### config.mk
export PLATFORM = sky130hd
export DESIGN_NAME = rgb2bayer_flat
export DESIGN_NICKNAME = d
export VERILOG_FILES = /design/src/rtl/img_pkg.sv /design/src/rtl/rgb2bayer_if.sv /design/src/rtl/axis_skid_buf.sv /design/src/rtl/rgb2bayer.sv /design/src/flat_wrapper.sv
export SDC_FILE = /design/constraint.sdc
export NUM_CORES = 1
export LEC_CHECK = 0
export CAP_MARGIN = 10
export CORE_MARGIN = 2
export CORE_UTILIZATION = 50
export CTS_CLUSTER_DIAMETER = 80
export DETAILED_ROUTE_END_ITERATION = 10
export PLACE_DENSITY_LB_ADDON = 0.25
export REMOVE_ABC_BUFFERS = 1
export SETUP_SLACK_MARGIN = 0.4
export SYNTH_ARGS = -nofsm -noshare
export SYNTH_HDL_FRONTEND = slang
export SYNTH_SLANG_ARGS = --single-unit
### constraint.sdc
create_clock -name pixel_clk -period 8.22 [get_ports pixel_clk]
set_clock_uncertainty 0.15 [all_clocks]
set_input_delay 1.233 -clock pixel_clk [delete_from_list [all_inputs] [get_ports pixel_clk]]
set_output_delay 1.233 -clock pixel_clk [all_outputs]
set_load 0.02 [all_outputs]
### src/rtl/img_pkg.sv
// rtl/img_pkg.sv - shared CFA, component and FSM constants for the re-mosaic path
//
// Contents:
//   BGGR/GBRG/GRBG/RGGB : 2-bit CFA pattern codes (match debug_cmd[1:0])
//   COMP_R/COMP_G/COMP_B: colour component indices
//   WAIT_SOF/ACTIVE     : line/frame tracker states
//   cfa_comp()          : component kept at a given {row[0], col[0]} parity
package img_pkg;

  localparam logic [1:0] BGGR = 2'b00;
  localparam logic [1:0] GBRG = 2'b01;
  localparam logic [1:0] GRBG = 2'b10;
  localparam logic [1:0] RGGB = 2'b11;

  localparam logic [1:0] COMP_R = 2'd0;
  localparam logic [1:0] COMP_G = 2'd1;
  localparam logic [1:0] COMP_B = 2'd2;

  localparam logic [0:0] WAIT_SOF = 1'b0;
  localparam logic [0:0] ACTIVE   = 1'b1;

  // p = {row parity, col parity}; green is the default on every pattern
  function automatic logic [1:0] cfa_comp(input logic [1:0] cfa, input logic [1:0] p);
    logic [1:0] c;
    c = COMP_G;
    case (cfa)
      BGGR: begin
        if (p == 2'b00) c = COMP_B;
        if (p == 2'b11) c = COMP_R;
      end
      GBRG: begin
        if (p == 2'b01) c = COMP_B;
        if (p == 2'b10) c = COMP_R;
      end
      GRBG: begin
        if (p == 2'b01) c = COMP_R;
        if (p == 2'b10) c = COMP_B;
      end
      default: begin
        if (p == 2'b00) c = COMP_R;
        if (p == 2'b11) c = COMP_B;
      end
    endcase
    return c;
  endfunction

endpackage

### src/rtl/rgb2bayer_if.sv
// rtl/rgb2bayer_if.sv - stream bundle used for the RGB input and Bayer output
//
// Signals: tdata[DATA_W], tvalid, tready, tuser (start of frame), tlast (end of line)
// Modports: master drives tdata/tvalid/tuser/tlast; slave drives tready.
interface rgb2bayer_if #(
  parameter int DATA_W = 30
);
  logic [DATA_W-1:0] tdata;
  logic              tvalid;
  logic              tready;
  logic              tuser;
  logic              tlast;

  modport master (output tdata, output tvalid, output tuser, output tlast, input tready);
  modport slave  (input tdata, input tvalid, input tuser, input tlast, output tready);
endinterface

### src/rtl/axis_skid_buf.sv
// rtl/axis_skid_buf.sv - two-entry output stage with a registered ready
//
// Ports:
//   clk, rst            : clock, synchronous active-high reset
//   in_data/in_valid    : upstream payload and valid
//   in_ready            : registered; low only while the skid entry is occupied
//   out_data/out_valid  : downstream payload and valid (held while stalled)
//   out_ready           : downstream ready
module axis_skid_buf #(
  parameter int WIDTH = 12
) (
  input  logic             clk,
  input  logic             rst,
  input  logic [WIDTH-1:0] in_data,
  input  logic             in_valid,
  output logic             in_ready,
  output logic [WIDTH-1:0] out_data,
  output logic             out_valid,
  input  logic             out_ready
);

  logic [WIDTH-1:0] main_data;
  logic [WIDTH-1:0] skid_data;
  logic             main_valid;
  logic             skid_valid;
  logic             ready_q;
  logic             in_fire;
  logic             load_main;
  logic             skid_nxt;

  assign in_fire   = in_valid & ready_q;
  // main register may take a new beat when empty or being drained this cycle
  assign load_main = ~main_valid | out_ready;
  // ready_q mirrors an empty skid entry, so a beat can never arrive while it is full
  assign skid_nxt  = load_main ? 1'b0 : (skid_valid | in_fire);

  always_ff @(posedge clk) begin
    if (rst) begin
      main_data  <= '0;
      skid_data  <= '0;
      main_valid <= 1'b0;
      skid_valid <= 1'b0;
      ready_q    <= 1'b0;
    end else begin
      if (load_main) begin
        if (skid_valid) begin
          main_data  <= skid_data;
          main_valid <= 1'b1;
        end else begin
          main_valid <= in_fire;
          if (in_fire) main_data <= in_data;
        end
      end else if (in_fire) begin
        skid_data <= in_data;
      end
      skid_valid <= skid_nxt;
      ready_q    <= ~skid_nxt;
    end
  end

  assign in_ready  = ready_q;
  assign out_data  = main_data;
  assign out_valid = main_valid;

endmodule

### src/rtl/rgb2bayer.sv
// rtl/rgb2bayer.sv - re-mosaics an RGB video stream into a single-component Bayer stream
//
// Ports:
//   pixel_clk, rst : clock, synchronous active-high reset
//   s_axis         : RGB input, tdata = {B, G, R}, tuser = SOF, tlast = EOL
//   m_axis         : Bayer output, tuser/tlast carried from the input beat
//   debug_cmd      : [1:0] CFA pattern, sampled on each SOF beat; [3:2] unused
//   line_err       : one-cycle pulse after a beat that breaks the line length
module rgb2bayer
  import img_pkg::*;
#(
  parameter int DATA_WIDTH = 10,
  parameter int RGB_WIDTH  = 10,
  parameter int IMG_WIDTH  = 640,
  parameter int IMG_HEIGHT = 480
) (
  input  logic         pixel_clk,
  input  logic         rst,
  rgb2bayer_if.slave   s_axis,
  rgb2bayer_if.master  m_axis,
  input  logic [3:0]   debug_cmd,
  output logic         line_err
);

  localparam logic [11:0] LAST_COL = 12'(IMG_WIDTH - 1);
  localparam logic [11:0] LAST_ROW = 12'(IMG_HEIGHT - 1);

  logic [0:0]            state;
  logic [1:0]            bayer_type;
  logic [11:0]           row;
  logic [11:0]           col;

  logic                  in_ready;
  logic                  emit;
  logic                  accept;
  logic [11:0]           eff_row;
  logic [11:0]           eff_col;
  logic [1:0]            eff_type;
  logic [1:0]            comp_sel;
  logic [RGB_WIDTH-1:0]  comp;
  logic [DATA_WIDTH-1:0] sample;
  logic                  line_bad;
  logic                  skid_in_valid;
  logic [DATA_WIDTH+1:0] skid_in;
  logic [DATA_WIDTH+1:0] skid_out;
  logic                  unused_cmd;

  assign unused_cmd = ^debug_cmd[3:2];

  // Before SOF beats are still consumed (ready stays high) but never reach the buffer
  assign emit          = (state == ACTIVE) | s_axis.tuser;
  assign accept        = s_axis.tvalid & in_ready & emit;
  assign skid_in_valid = s_axis.tvalid & emit;

  // A tuser beat is always position (0,0) with a freshly sampled pattern
  assign eff_row  = s_axis.tuser ? 12'd0 : row;
  assign eff_col  = s_axis.tuser ? 12'd0 : col;
  assign eff_type = s_axis.tuser ? debug_cmd[1:0] : bayer_type;
  assign comp_sel = cfa_comp(eff_type, {eff_row[0], eff_col[0]});

  always_comb begin
    comp = s_axis.tdata[3*RGB_WIDTH-1:2*RGB_WIDTH];
    case (comp_sel)
      COMP_R:  comp = s_axis.tdata[RGB_WIDTH-1:0];
      COMP_G:  comp = s_axis.tdata[2*RGB_WIDTH-1:RGB_WIDTH];
      default: ;
    endcase
  end

  generate
    if (DATA_WIDTH > RGB_WIDTH) begin : g_widen
      assign sample = {comp, {(DATA_WIDTH-RGB_WIDTH){1'b0}}};
    end else if (DATA_WIDTH < RGB_WIDTH) begin : g_narrow
      assign sample = comp[RGB_WIDTH-1 -: DATA_WIDTH];
    end else begin : g_pass
      assign sample = comp;
    end
  endgenerate

  // Early tlast, or a missing tlast at the last column
  assign line_bad = s_axis.tlast ? (eff_col != LAST_COL) : (eff_col == LAST_COL);

  always_ff @(posedge pixel_clk) begin
    if (rst) begin
      state      <= WAIT_SOF;
      bayer_type <= BGGR;
      row        <= '0;
      col        <= '0;
      line_err   <= 1'b0;
    end else begin
      line_err <= accept & line_bad;
      if (accept) begin
        if (s_axis.tuser) bayer_type <= debug_cmd[1:0];
        if (s_axis.tlast) begin
          col   <= '0;
          row   <= eff_row + 12'd1;
          state <= (eff_row == LAST_ROW) ? WAIT_SOF : ACTIVE;
        end else begin
          // col keeps counting past a missing tlast so parity stays consistent
          col   <= eff_col + 12'd1;
          row   <= eff_row;
          state <= ACTIVE;
        end
      end
    end
  end

  assign skid_in = {s_axis.tuser, s_axis.tlast, sample};

  axis_skid_buf #(
    .WIDTH(DATA_WIDTH + 2)
  ) u_skid (
    .clk      (pixel_clk),
    .rst      (rst),
    .in_data  (skid_in),
    .in_valid (skid_in_valid),
    .in_ready (in_ready),
    .out_data (skid_out),
    .out_valid(m_axis.tvalid),
    .out_ready(m_axis.tready)
  );

  assign s_axis.tready = in_ready;
  assign m_axis.tdata  = skid_out[DATA_WIDTH-1:0];
  assign m_axis.tlast  = skid_out[DATA_WIDTH];
  assign m_axis.tuser  = skid_out[DATA_WIDTH+1];

endmodule

### src/flat_wrapper.sv
// flat-port wrapper written by rule: the top's interface ports become plain ports
module rgb2bayer_flat import img_pkg::*;
#(
  parameter int DATA_WIDTH = 10,
  parameter int RGB_WIDTH  = 10,
  parameter int IMG_WIDTH  = 640,
  parameter int IMG_HEIGHT = 480
)
  (pixel_clk, rst, debug_cmd, line_err, s_axis_tdata, s_axis_tvalid, s_axis_tuser, s_axis_tlast, s_axis_tready, m_axis_tdata, m_axis_tvalid, m_axis_tuser, m_axis_tlast, m_axis_tready);
  rgb2bayer_if #(.DATA_W(3*(10))) s_axis_i ();
  rgb2bayer_if #(.DATA_W((10))) m_axis_i ();
  input  logic pixel_clk;
  input  logic rst;
  input  logic [3:0] debug_cmd;
  output logic line_err;
  input wire logic [$bits(s_axis_i.tdata)-1:0] s_axis_tdata;
  input wire logic [$bits(s_axis_i.tvalid)-1:0] s_axis_tvalid;
  input wire logic [$bits(s_axis_i.tuser)-1:0] s_axis_tuser;
  input wire logic [$bits(s_axis_i.tlast)-1:0] s_axis_tlast;
  output wire logic [$bits(s_axis_i.tready)-1:0] s_axis_tready;
  output wire logic [$bits(m_axis_i.tdata)-1:0] m_axis_tdata;
  output wire logic [$bits(m_axis_i.tvalid)-1:0] m_axis_tvalid;
  output wire logic [$bits(m_axis_i.tuser)-1:0] m_axis_tuser;
  output wire logic [$bits(m_axis_i.tlast)-1:0] m_axis_tlast;
  input wire logic [$bits(m_axis_i.tready)-1:0] m_axis_tready;
  assign s_axis_i.tdata = s_axis_tdata;
  assign s_axis_i.tvalid = s_axis_tvalid;
  assign s_axis_i.tuser = s_axis_tuser;
  assign s_axis_i.tlast = s_axis_tlast;
  assign s_axis_tready = s_axis_i.tready;
  assign m_axis_tdata = m_axis_i.tdata;
  assign m_axis_tvalid = m_axis_i.tvalid;
  assign m_axis_tuser = m_axis_i.tuser;
  assign m_axis_tlast = m_axis_i.tlast;
  assign m_axis_i.tready = m_axis_tready;
  rgb2bayer #(.DATA_WIDTH(DATA_WIDTH), .RGB_WIDTH(RGB_WIDTH), .IMG_WIDTH(IMG_WIDTH), .IMG_HEIGHT(IMG_HEIGHT)) u_core (.pixel_clk(pixel_clk), .rst(rst), .s_axis(s_axis_i), .m_axis(m_axis_i), .debug_cmd(debug_cmd), .line_err(line_err));
endmodule
==> results of run 1 <==
-- power groups by stage --
stage	Clock [uW]	Sequential, uW	Combinational, uW
2_1_floorplan	0	287	47.9
3_3_place_gp	0	282	102
3_5_place_dp	0	282	103
4_1_cts	155	276	104
5_1_grt	163	277	114
6_report	152	276	105
-- metrics by stage --
stage                     hold WS [ns]  util, %  std cells  setup WS (ns)  total power, uW
after floorplan                  0.280        -        350           4.87              335
after global placement           0.296     60.7        480           3.56              384
after detailed placement         0.302     60.7        480           3.45              385
after CTS                        0.315     62.2        487           3.80              535
after global routing             0.349     62.2        487           3.55              554
final                            0.315     62.2        487           3.73              532
-- worst paths after layout --
kind	from	to	slack, ns	depth (start not counted)
setup reg to reg	u_core.col[0]$_SDFFE_PP0P_	u_core.u_skid.skid_data[9]$_SDFFE_PP0P_	5.38	8
setup / recovery	s_axis_tuser	u_core.u_skid.out_data[1]$_SDFFE_PP0P_	3.73	10
hold / removal	u_core.u_skid.skid_data[10]$_SDFFE_PP0P_	u_core.u_skid.skid_data[10]$_SDFFE_PP0P_	0.32	2
hold reg to reg	u_core.u_skid.skid_data[10]$_SDFFE_PP0P_	u_core.u_skid.skid_data[10]$_SDFFE_PP0P_	0.32	2
-- cell families (layout without fill, tap and decap cells) --
family | after synthesis | after routing
and+or+nand+nor | 156 | 156
adders and majority gates | 2 | 2
DFF | 55 | 55
xor gates and xnor gates | 6 | 6
muxes | 11 | 11
buffers and inverters | 41 | 75
AOI/OAI and AO/OA | 107 | 107
-- cells in the final DEF (no fill, tap or decap), types with 2 or more instances in the layout --
master / synthesis / routed
a221o_1: 10 / 10
nand2_1: 45 / 45
and3_1: 13 / 13
a2bb2oi_1: 2 / 2
a211oi_1: 12 / 12
buf_4: 0 / 3
ha_1: 2 / 2
nand3_1: 13 / 13
nand4_1: 5 / 5
nand2b_1: 2 / 2
clkbuf_8: 0 / 6
dfxtp_1: 55 / 55
and4_1: 3 / 3
mux2_2: 4 / 4
clkdlybuf4s50_1: 0 / 52
o211ai_1: 2 / 2
xnor2_1: 6 / 6
nand3b_1: 3 / 3
o21ai_0: 4 / 4
mux2i_1: 6 / 6
a22oi_1: 2 / 2
a211o_1: 10 / 10
a221oi_1: 11 / 11
o31ai_1: 2 / 2
nor2b_1: 3 / 3
nor3_1: 10 / 10
nor2_1: 30 / 30
o221ai_1: 10 / 10
o22ai_1: 11 / 11
a32o_1: 2 / 2
a21oi_1: 17 / 17
nor3b_1: 2 / 2
and4b_1: 3 / 3
nor4_2: 2 / 2
nor4_1: 2 / 2
a31oi_1: 5 / 5
and2_1: 12 / 12
inv_1: 13 / 13
-- flip-flops by register name, summed over array words and instances (netlist names) --
| name | flops |
|---|---|
| u_core.u_skid.skid_data | 12 |
| u_core.col | 12 |
| u_core.u_skid.out_data | 12 |
| u_core.u_skid.skid_valid | 1 |
| u_core.u_skid.out_valid | 1 |
| u_core.bayer_type | 2 |
| u_core.line_err | 1 |
| u_core.u_skid.in_ready | 1 |
| u_core.row | 12 |
| u_core.state | 1 |
-- per-layer routing --
metal,vias to the layer above,track usage (%),routed length (um)
met5,-,0,0
met4,0,8.52,91
met1,1440,28.4,3530
met2,84,43.0,3970
met3,9,3.48,407
li1,1496,-,-
-- critical path, stage by stage --
cell and delay (ns):
clkdlybuf4s50_1 0.45, buf_4 0.37, inv_1 0.41, nand2_1 0.23
ha_1 0.20, mux2i_1 0.08, o32ai_1 0.32, nand2b_1 0.22
nor2b_1 0.73, a221oi_1 0.23
-- area by class of cell --
cell class	count	area [um2]	area share, %
flip-flops and latches	55	1100	29.7
clock inverters	1	5.00	0.135
repair buffers	55	543	14.7
inverters	13	48.8	1.32
well taps	75	93.8	2.53
multi-input cells	282	1830	49.4
clock buffers	6	82.6	2.23
-- cells in the mapped netlist (all sizes together), types with 4 or more instances --
cell type  number  area (um2)
nand4           5        31.3
and2           13        83.8
nand2          45         169
a31oi           5        31.3
mux2            5        60.1
inv            13        48.8
a211oi         12        90.1
nand3          13        65.1
a221oi         11        96.3
a21oi          17        85.1
a221o          10         100
and3           14        92.6
nor3           10        50.1
clkbuf         24        90.1
dfxtp          55        1100
o221ai         10        87.6
a211o          10        87.6
buf             4        25.0
o22ai          11        68.8
o21ai           4        20.0
xnor2           6        52.6
nor2           30         113
nor4            4        37.5
mux2i           6        60.1
==> results.sh, run 1 <==
export IMPL_io_pins=55
export IMPL_p_int_uw=387
export IMPL_die_w_um=82.7
export IMPL_seqPwrFrac_pct=51.9
export IMPL_initial_utilization_pct=51.9
export IMPL_tightest_slew_ns=1.12
export IMPL_n_fill_cell=545
export IMPL_post_drt_wl_per_cell_um=16.4
export IMPL_clock_sinks=55
export IMPL_post_route_drc_count=0
export IMPL_ant_nets=0
export IMPL_fin_area_mm2=0.00370
export IMPL_rsz0062_at_grt="no"
export IMPL_syn_inst=378
export IMPL_dr_pass1_iters=4
export IMPL_drt_vias_per_instance=6.22
export IMPL_holdBufCountCts=0
export IMPL_clkTransAtPathRegs_ns=0.10
export IMPL_cts_resized=0
export IMPL_clock_root_buffer="clkbuf_8"
export IMPL_final_hold_viol_count=0
export IMPL_fin_crit_sh_pct=54.6
export IMPL_drt_initial_drc_count=176
export IMPL_routabilityCongestion=0.770
export IMPL_synth_compound_area_share_pct=26.3
export IMPL_grt_usage_pct=23.7
export IMPL_grt_max_degree=46
export IMPL_die_y_um=82.7
export IMPL_portBuffers=52
export IMPL_synth_xor_area_share_pct=1.70
export IMPL_ys_flop_type="dfxtp_1"
export IMPL_synth_cell_types=55
export IMPL_crit_type="primary input to flip-flop"
export IMPL_arrival_ns=4.49
export IMPL_setup_violations=0
export IMPL_synth_edf_count=0
export IMPL_areaGrowthSynthToFinish_pct=19.7
export IMPL_power_leakage_uw=0.00139
export IMPL_synth_mux_area_fraction_pct=3.88
export IMPL_drv_cap=0
export IMPL_wl_um=8000
export IMPL_grt_overflow_total=0
export IMPL_critPathMaxFanout=45
export IMPL_synth_top_family_by_area="simple AND/OR/NAND/NOR gates"
export IMPL_grt_pass1_wl_um=12700
export IMPL_antenna_found_initial=0
export IMPL_p_comb_share_pct=19.7
export IMPL_critPathLaunchType="primary input"
export IMPL_grt_pass1_vias=2749
export IMPL_ir_drop_v=0.0000899
export IMPL_rows=28
export IMPL_drive_gt1_share_pct=5.58
export IMPL_outcome="finished clean"
export IMPL_fp_dieArea_mm2=0.00683
export IMPL_tritoncts="yes"
export IMPL_synthAdderAreaFrac_pct=0.809
export IMPL_synth_warnings=0
export IMPL_finalSetupTns_ns=0
export IMPL_dpl_cell_area_mm2=0.00361
export IMPL_synth_area_mm2=0.00309
export IMPL_async_flop_share_pct=0
export IMPL_relSlewSlack_pct=25.0
export IMPL_routed_via_count=3029
export IMPL_swShare_pct=27.3
export IMPL_end_kind="flip-flop"
export IMPL_switchingPower_uw=146
export IMPL_clk_latency_ns=0.31
export IMPL_crit_required_ns=8.22
export IMPL_clockBufferDepth=2
export IMPL_hp_class="flip-flop to flip-flop"
export IMPL_min_period_ns=4.49
export IMPL_fmax_mhz=223
export IMPL_diodes=0
export IMPL_htreeDepth=2
export IMPL_clkPwrFrac_pct=28.5
export IMPL_power_density_mw_per_mm2=144
export IMPL_cts_buffers=5
export IMPL_ys_seq_elements=55
export IMPL_post_cts_buffers=0
export IMPL_synthSimpleGateAreaFrac_pct=26.4
export IMPL_dp_hpwl_um=5240
export IMPL_drv_slew=0
export IMPL_core_mm2=0.00596
export IMPL_nets=454
export IMPL_avgSynthCellArea_um2=8.18
export IMPL_yosysSeqAreaShare_pct=35.6
No activity file was read; power rests on OpenSTA's default activity.
==> run 2, diff against run 1 <==
- CORE_UTILIZATION: 50 -> 48
- clock period: 8.22 -> 4.1 ns (I/O delays scaled with it)
==> run 2 against run 1 <==
  * Non-clock buffer count up 4
  * Via count increased by 0.33%
  * First-iteration DRC count decreased by 11%
  * Sequential share of layout area is 0.36 points lower
  * Cell area rose by 1.2%
  * Register-to-register slack lost 4.0 ns
  * Critical path depth down 1
  * Cell count is 1.4% higher
  * Critical path type unchanged
  * Highest routed layer unchanged
==> results.sh, run 2 (same netlist as run 1, synthesis figures left out) <==
export IMPL_outcome="finished clean"
export IMPL_areaGrowthSynthToFinish_pct=21.2
export IMPL_met2_length_um=3680
export IMPL_finalSetupTns_ns=0
export IMPL_diodes=0
export IMPL_portBuffers=52
export IMPL_min_period_ns=3.36
export IMPL_fp_dieArea_mm2=0.00710
export IMPL_arrival_ns=3.47
export IMPL_setup_worst_path_end="u_core.u_skid.skid_data[9]$_SDFFE_PP0P_"
export IMPL_ir_drop_v=0.000216
export IMPL_clk_latency_ns=0.31
export IMPL_io_pins=55
export IMPL_end_kind="flip-flop"
export IMPL_ff2ff_setup_slack_ns=1.36
export IMPL_power_density_mw_per_mm2=293
export IMPL_clkTransAtPathRegs_ns=0.10
export IMPL_critPathMaxFanout=12
export IMPL_routabilityCongestion=0.793
export IMPL_rsz0062_at_grt="no"
export IMPL_m1WireLength_um=3810
export IMPL_clkPwrFrac_pct=30.3
export IMPL_crit_slowest_cell="nor4_2"
export IMPL_grt_pass1_vias=2786
export IMPL_timing_rr_end="u_core.u_skid.skid_data[9]$_SDFFE_PP0P_"
export IMPL_routed_top_layer="met4"
export IMPL_crit_type="primary input to flip-flop"
export IMPL_grt_usage_pct=22.7
export IMPL_setup_violations=0
export IMPL_nets=458
export IMPL_relSlewSlack_pct=25.9
export IMPL_initial_utilization_pct=49.3
export IMPL_tightest_slew_ns=1.10
export IMPL_clock_sinks=55
export IMPL_drive_gt1_share_pct=6.47
export IMPL_p_comb_share_pct=19.3
export IMPL_crit_start="s_axis_tuser"
export IMPL_drt_vias_per_instance=6.15
export IMPL_reg2reg_from="u_core.col[0]$_SDFFE_PP0P_"
export IMPL_fin_area_mm2=0.00375
export IMPL_fin_crit_sh_pct=81.9
export IMPL_cts_resized=0
export IMPL_max_stage_delay_ns=0.84
export IMPL_post_drt_wl_per_cell_um=16.2
export IMPL_drv_cap=0
export IMPL_grt_pass1_wl_um=13300
export IMPL_power_leakage_uw=0.00141
export IMPL_antenna_found_initial=0
export IMPL_seqPwrFrac_pct=50.4
export IMPL_critPathBufInv=2
export IMPL_grt_max_degree=35
export IMPL_path_depth=9
export IMPL_final_hold_viol_count=0
export IMPL_hp_class="flip-flop to flip-flop"
export IMPL_wl_um=8000
export IMPL_worstPathCellList="clkdlybuf4s50_1 -> nor2b_1 -> inv_1 -> ha_1 -> mux2i_1 -> o32ai_1 -> nand2b_1 -> nor4_2 -> a221o_1"
export IMPL_drv_slew=0
export IMPL_clock_root_buffer="clkbuf_8"
export IMPL_dr_pass1_iters=4
export IMPL_cts_buffers=5
export IMPL_die_w_um=84.3
export IMPL_swShare_pct=27.3
export IMPL_crit_required_ns=4.21
export IMPL_cp_top_family="simple AND/OR/NAND/NOR gates"
export IMPL_critPathLaunchType="primary input"
export IMPL_post_route_drc_count=0
export IMPL_most_common_layout_cells="dfxtp_1 (55), clkdlybuf4s50_1 (52), nand2_1 (45), nor2_1 (30), a21oi_1 (17)"
export IMPL_routed_via_count=3039
export IMPL_htreeDepth=2
export IMPL_post_cts_buffers=0
export IMPL_grt_overflow_total=0
export IMPL_ant_nets=0
export IMPL_switchingPower_uw=299
export IMPL_core_mm2=0.00628
export IMPL_r2r_cells=8
export IMPL_drt_initial_drc_count=156
export IMPL_wl_met3_um=450
export IMPL_tritoncts="yes"
export IMPL_holdBufCountCts=0
export IMPL_dp_hpwl_um=5310
export IMPL_clockBufferDepth=2
export IMPL_layout_commonest_cell="dfxtp_1"
export IMPL_rows=29
export IMPL_dpl_cell_area_mm2=0.00365
export IMPL_p_int_uw=799
export IMPL_fmax_mhz=298
export IMPL_die_y_um=84.3
==> run 2: cell types whose count changed in the layout (fill, tap and decap cells not counted) <==
cell / before / now
clkinv_2: 1 / 0
buf_4: 3 / 7
clkbuf_1: 0 / 1
clkbuf_8: 6 / 7
==> run 2: how the worst min path moves through the flow <==
stage | from | to | slack (ns) | cells after the start
2_1_floorplan | u_core.u_skid.skid_data[10]$_SDFFE_PP0P_ | u_core.u_skid.skid_data[10]$_SDFFE_PP0P_ | 0.28 | 2
3_3_place_gp | u_core.u_skid.skid_data[10]$_SDFFE_PP0P_ | u_core.u_skid.skid_data[10]$_SDFFE_PP0P_ | 0.29 | 2
3_5_place_dp | u_core.u_skid.skid_data[10]$_SDFFE_PP0P_ | u_core.u_skid.skid_data[10]$_SDFFE_PP0P_ | 0.30 | 2
4_1_cts | u_core.u_skid.skid_data[10]$_SDFFE_PP0P_ | u_core.u_skid.skid_data[10]$_SDFFE_PP0P_ | 0.31 | 2
5_1_grt | u_core.u_skid.skid_data[10]$_SDFFE_PP0P_ | u_core.u_skid.skid_data[10]$_SDFFE_PP0P_ | 0.34 | 2
6_report | u_core.u_skid.skid_data[10]$_SDFFE_PP0P_ | u_core.u_skid.skid_data[10]$_SDFFE_PP0P_ | 0.31 | 2
==> run 2: stage by stage <==
stage / power (uW) / instances / hold slack, ns / util [%] / setup WS [ns]
finish: 1100 / 494 / 0.309 / 59.7 / 0.742
global placement: 773 / 486 / 0.294 / 58.1 / 0.450
floorplan: 671 / 350 / 0.280 / - / 1.36
detailed placement: 776 / 486 / 0.298 / 58.1 / 0.446
CTS: 1100 / 494 / 0.312 / 59.7 / 0.720
global route: 1140 / 494 / 0.341 / 59.7 / 0.541
==> run 2: area by class of cell <==
cell class,count,area (um2)
Clock buffer,8,100
Fill cell,551,2530
Inverter,13,48.8
Multi-Input combinational cell,282,1830
Sequential cell,55,1100
Tap cell,77,96.3
Timing Repair Buffer,59,573
==> run 2: layer usage <==
layer / track usage [%] / up-vias
li1: - / 1511
met5: 0 / -
met2: 37.7 / 96
met3: 4.03 / 4
met4: 6.60 / 0
met1: 30.3 / 1428
==> run 2: power by group through the flow <==
stage | logic (uW) | registers, uW | clock network [uW]
2_1_floorplan | 96.1 | 575 | 0
4_1_cts | 211 | 553 | 337
5_1_grt | 230 | 556 | 359
3_5_place_dp | 210 | 566 | 0
6_report | 212 | 554 | 333
3_3_place_gp | 208 | 566 | 0
==> run 2: tightest hold or removal path, cell delays in order (launching register included) <==
cell     delay (ns)
dfxtp_1        0.32
nand2_1        0.05
a21oi_1        0.05
==> edit 1 (config.mk and constraints of run 1) <==
`IMG_WIDTH` is set to 640 in 2 places; all go to 320.
--- a/src/rtl/rgb2bayer.sv
+++ b/src/rtl/rgb2bayer.sv
@@ -11,7 +11,7 @@
 #(
   parameter int DATA_WIDTH = 10,
   parameter int RGB_WIDTH  = 10,
-  parameter int IMG_WIDTH  = 640,
+  parameter int IMG_WIDTH  = 320,
   parameter int IMG_HEIGHT = 480
 ) (
   input  logic         pixel_clk,
--- a/src/flat_wrapper.sv
+++ b/src/flat_wrapper.sv
@@ -3,7 +3,7 @@
 #(
   parameter int DATA_WIDTH = 10,
   parameter int RGB_WIDTH  = 10,
-  parameter int IMG_WIDTH  = 640,
+  parameter int IMG_WIDTH  = 320,
   parameter int IMG_HEIGHT = 480
 )
   (pixel_clk, rst, debug_cmd, line_err, s_axis_tdata, s_axis_tvalid, s_axis_tuser, s_axis_tlast, s_axis_tready, m_axis_tdata, m_axis_tvalid, m_axis_tuser, m_axis_tlast, m_axis_tready);
Formal check against the unedited RTL: no difference found for any inputs over 4 cycles, from zero or initial values and one cycle with rst high; that may be too few to reach the edited logic, so the function may still have changed.
==> edit 1 against run 1 <==
  * Final cell count did not move
  * Largest cell class unchanged
  * Power up 4.5%
  * Fmax increased by 11%
  * Die area is 0.85% higher
  * Synthesized area grew 0.89%
  * Sequential cell count unchanged
  * Design area grew 1.3%
  * Setup slack gained 0.45 ns
  * Routed wire length shrank 4.6%
==> edit 1: results (changes against run 1) <==
outcome: "finished clean"
dpl.hpwl_um: 5240  # about the same
cts_max_path_buffers: 2  # unchanged
worst_ep_arrival_time_ns: 4.02  # -0.47 ns
cp_slowest_cell: "nor4_2"
dr.pass1.iters: 4  # unchanged
asyncSetResetFlopFracSynth_pct: 0  # unchanged
seq_area_frac_synth_pct: 35.3  # -0.31 points
finalNetCount: 454  # unchanged
clock_latency_reported_for_the_late_side_of_the_worst_skew_pair_ns: 0.31  # about the same
ff2ff_setup_slack_ns: 5.36  # -0.02 ns
crit-reg2reg-launch: "u_core.col[0]"
synth.top_cells.by_area: "dfxtp_1 35%, nand2_1 4.0%, nor2_1 4.0%, a221o_1 3.2%, a221oi_1 3.1%"
place_congestion: 0.798  # +3.7%
hold_class: "reg -> reg"
irDropWorstVdd_uv: 96.0  # +6.7%
cpPeakStageDelay_ns: 0.80  # +0.07 ns
grt_pass1_vias: 2955  # +7.5%
yosys-top-cells-count: "55 x dfxtp_1, 33 x nand2_1, 33 x nor2_1"
postSynthCellCount: 376  # -0.53%
viasPerCell: 6.14  # -1.3%
clkTransAtPathRegs_ns: 0.10  # about the same
path_max_fanout: 55  # +22%
totalWireLength_um: 7630  # -4.6%
synth.distinct_cells: 51  # -7.3%
regToRegEndpoint: "u_core.u_skid.out_data[8]"
grt_first_pass_wirelength_um: 13100  # +3.5%
cellLeakagePower_nw: 1.44  # +3.9%
cp.buffers_inverters: 2  # -1
gr-usage-all-layers_pct: 22.3  # -1.4 points
n_fill_cell: 529  # -2.9%
cts_repair_resize_count: 0  # unchanged
first_iter_violations: 134  # -24%
clock_tree.htree_level_count: 2  # unchanged
layout-drive-gt1-share_pct: 4.61  # -0.97 points
path_delay_family: "simple AND/OR/NAND/NOR gates"
timing_worst_slew_pin_value_ns: 1.05  # -0.0661 ns
pin_count_of_the_biggest_net_entering_global_routing: 56  # +22%
[edit 1: worst max-delay path by stage]
stage	start	endpoint	slack, ns	depth (start not counted)
after floorplan	s_axis_tuser	u_core.u_skid.skid_data[9]	5.07	7
after global placement	s_axis_tuser	u_core.u_skid.out_data[6]	3.96	9
after detailed placement	s_axis_tuser	u_core.u_skid.out_data[6]	3.90	9
after CTS	s_axis_tuser	u_core.u_skid.out_data[6]	4.21	9
after global routing	s_axis_tuser	u_core.u_skid.skid_data[9]	3.93	9
final	s_axis_tuser	u_core.u_skid.out_data[8]	4.18	9
[edit 1: worst min-delay path: cells and delay by family (launching register included)]
kind | cells | cell delay (ns)
flops | 1 | 0.32
simple gates | 1 | 0.05
compound gates | 1 | 0.05
[edit 1: logic make-up after synthesis]
| logic type | Yosys count | synth area share, % |
|---|---|---|
| AND/OR/NAND/NOR | 159 | 27.1 |
| AO/OA/AOI/OAI | 103 | 25.5 |
| flip-flops | 55 | 35.3 |
| multiplexers | 13 | 4.61 |
| buffers and inverters | 38 | 5.01 |
| XOR/XNOR | 6 | 1.68 |
| adder cells (fa/ha/maj) | 2 | 0.802 |
[edit 1: final cells by class]
type                    count  area (um^2)  share of cell area [%]
multi-input cells         283         1860                    49.7
flip-flops and latches     55         1100                    29.4
repair buffers             55          543                    14.5
well taps                  75         93.8                    2.50
clock buffers               6         72.6                    1.94
inverters                  12         45.0                    1.20
clock inverters             1         30.0                   0.801
[edit 1: metal layers]
metal,track usage (%),vias to the layer above,wire (um)
met5,0,-,0
met3,4.37,5,336
met2,38.3,73,3650
li1,-,1490,-
met1,28.1,1421,3580
met4,7.45,0,54
[edit 1: report_power, final]
group / switching, W / leakage [nW] / internal, W / total [W]
clock: 0.0000864 / 0.0513 / 0.0000895 / 0.000176
combinational: 0.0000544 / 0.945 / 0.0000500 / 0.000104
sequential: 0.00000407 / 0.445 / 0.000272 / 0.000276
total: 0.000145 / 1.44 / 0.000412 / 0.000556
[edit 1: stage by stage]
stage / hold WS, ns / area [um^2] / setup slack [ns] / utilization (%) / total power, W
2_1_floorplan: 0.280 / 3010 / 5.07 / - / 0.000336
4_1_cts: 0.314 / 3750 / 4.21 / 62.6 / 0.000560
3_3_place_gp: 0.296 / 3650 / 3.96 / 60.9 / 0.000384
6_report: 0.316 / 3750 / 4.18 / 62.6 / 0.000556
5_1_grt: 0.351 / 3750 / 3.93 / 62.6 / 0.000582
3_5_place_dp: 0.301 / 3650 / 3.90 / 60.9 / 0.000386
==> edit 2 (config.mk and constraints of run 1) <==
Without the edit above. Remove the register `line_err`: a continuous assignment takes its place, so the output `line_err` follows one clock earlier. Comments in the files are not updated.
--- a/src/rtl/rgb2bayer.sv
+++ b/src/rtl/rgb2bayer.sv
@@ -86,9 +86,7 @@
       bayer_type <= BGGR;
       row        <= '0;
       col        <= '0;
-      line_err   <= 1'b0;
     end else begin
-      line_err <= accept & line_bad;
       if (accept) begin
         if (s_axis.tuser) bayer_type <= debug_cmd[1:0];
         if (s_axis.tlast) begin
@@ -104,6 +102,8 @@
       end
     end
   end
+
+  assign line_err = accept & line_bad;
 
   assign skid_in = {s_axis.tuser, s_axis.tlast, sample};
 
Function: changed (Yosys sat finds a counterexample within 4 cycles, from zero or initial values and one cycle with rst high).
==> edit 2 against run 1 <==
  * Routed wire length down 5.1%
  * Sequential cell count shrank 1
  * Synthesized area shrank 2.1%
  * Power is 3.7% lower
  * Critical path type is now in -> out
  * Setup slack got worse by 0.49 ns
  * Design area decreased by 1.3%
  * Clock power decreased by 3%
  * Fmax shrank 9.9%
==> edit 2: results (changes against run 1) <==
outcome: "finished clean"
finalNetCount: 449  # -1.1%
worst_ep_arrival_time_ns: 3.60  # -0.89 ns
root_buffer: "clkbuf_8"
postSynthCellCount: 368  # -2.6%
synth.distinct_cells: 49  # -11%
first_iter_violations: 166  # -5.7%
gr-usage-all-layers_pct: 22.8  # -0.92 points
grt_pass1_vias: 2618  # -4.8%
clockPowerShare_pct: 28.9  # +0.4 points
asyncSetResetFlopFracSynth_pct: 0  # unchanged
numCtsBuffers: 5  # unchanged
detailedPlace.worstSlack_ns: 3.23  # -0.216 ns
cellLeakagePower_nw: 1.23  # -11%
cp_slowest_cell: "clkdlybuf4s50_1"
cpPeakStageDelay_ns: 0.61  # -0.12 ns
routed-via-count: 2893  # -4.5%
path_delay_family: "buffers and inverters"
clock_latency_reported_for_the_late_side_of_the_worst_skew_pair_ns: 0.30
max-slew-margin-rel_pct: 29.9  # +4.9 points
synth.top_cells.by_area: "dfxtp_1 36%, a21oi_1 5.5%, nand2_1 5.2%, mux2i_1 5.0%, nor2_1 4.5%"
total_power_w: 0.000513  # -3.7%
grt_first_pass_wirelength_um: 12000  # -5.4%
yosys-top-cells-count: "54 x dfxtp_1, 42 x nand2_1, 36 x nor2_1"
placed_cells_incl_taps: 475  # -1.0%
n_fill_cell: 523  # -4.0%
irDropWorstVdd_uv: 74.6  # -17%
seq-power_w: 0.000271  # -2%
seq_area_frac_synth_pct: 35.7  # +0.12 points
pin_count_of_the_biggest_net_entering_global_routing: 47  # +2.2%
p_sw_w: 0.000134  # -8.2%
totalWireLength_um: 7590  # -5.1%
placedInstanceArea_um2: 3570  # -1.1%
viasPerCell: 6.01  # -3.3%
place_congestion: 0.804  # +4.5%
hold_class: "reg -> reg"
path_max_fanout: 26  # -42%
area_delta_synth_final_pct: 20.8
dpl.hpwl_um: 5120  # -2.4%
dr.pass1.iters: 4  # unchanged
layout-drive-gt1-share_pct: 7.39  # +1.8 points
edit 2: changes by cell type in the layout (fill, tap and decap cells not counted), sizes merged, moves of 4 or more:
cell	change
a211o	-10
a21oi	+16
a221oi	-11
and2	-12
and3	-11
inv	-6
mux2	+7
mux2i	+9
nand3	+5
nor2	+6
o21ai	+4
o22ai	-11
or4	+4
edit 2: cells by family after synthesis:
| kind of cell | Yosys count | share of synthesized area (%) |
|---|---|---|
| simple gates | 146 | 24.5 |
| compound gates | 98 | 22.5 |
| mux | 27 | 9.43 |
| buf+inv | 33 | 4.71 |
| xor+xnor | 8 | 2.32 |
| flops | 54 | 35.7 |
| fa+ha+maj | 2 | 0.827 |
edit 2: path summary, 6_finish.rpt:
path / cells past startpoint / from / to / slack, ns
setup / recovery: 8 / s_axis_tuser / line_err / 3.24
hold / removal: 2 / u_core.u_skid.skid_data[10] / u_core.u_skid.skid_data[10] / 0.33
setup reg to reg: 8 / u_core.col[0] / u_core.u_skid.skid_data[3] / 5.53
hold reg to reg: 2 / u_core.u_skid.skid_data[10] / u_core.u_skid.skid_data[10] / 0.33
edit 2: worst min-delay path: cells and delay by family (launching register included):
kind / cells / cell delay, ns
flip-flops: 1 / 0.32
AO/OA/AOI/OAI: 1 / 0.06
AND/OR/NAND/NOR: 1 / 0.05
edit 2: layout make-up:
cell class                      count  share of cell area (%)
Timing Repair Buffer               58                    15.5
Inverter                            7                   0.719
Sequential cell                    54                    29.6
Tap cell                           75                    2.57
Clock buffer                        6                    2.26
Multi-Input combinational cell    281                    49.4
edit 2: routing by layer:
layer  share of wire [%]  global-route usage, %  routed length, um
met1                  45                   29.1               3410
met2                  49                   39.5               3690
met3                 5.6                   4.18                426
met4                0.83                   6.17                 63
met5                   0                      0                  0
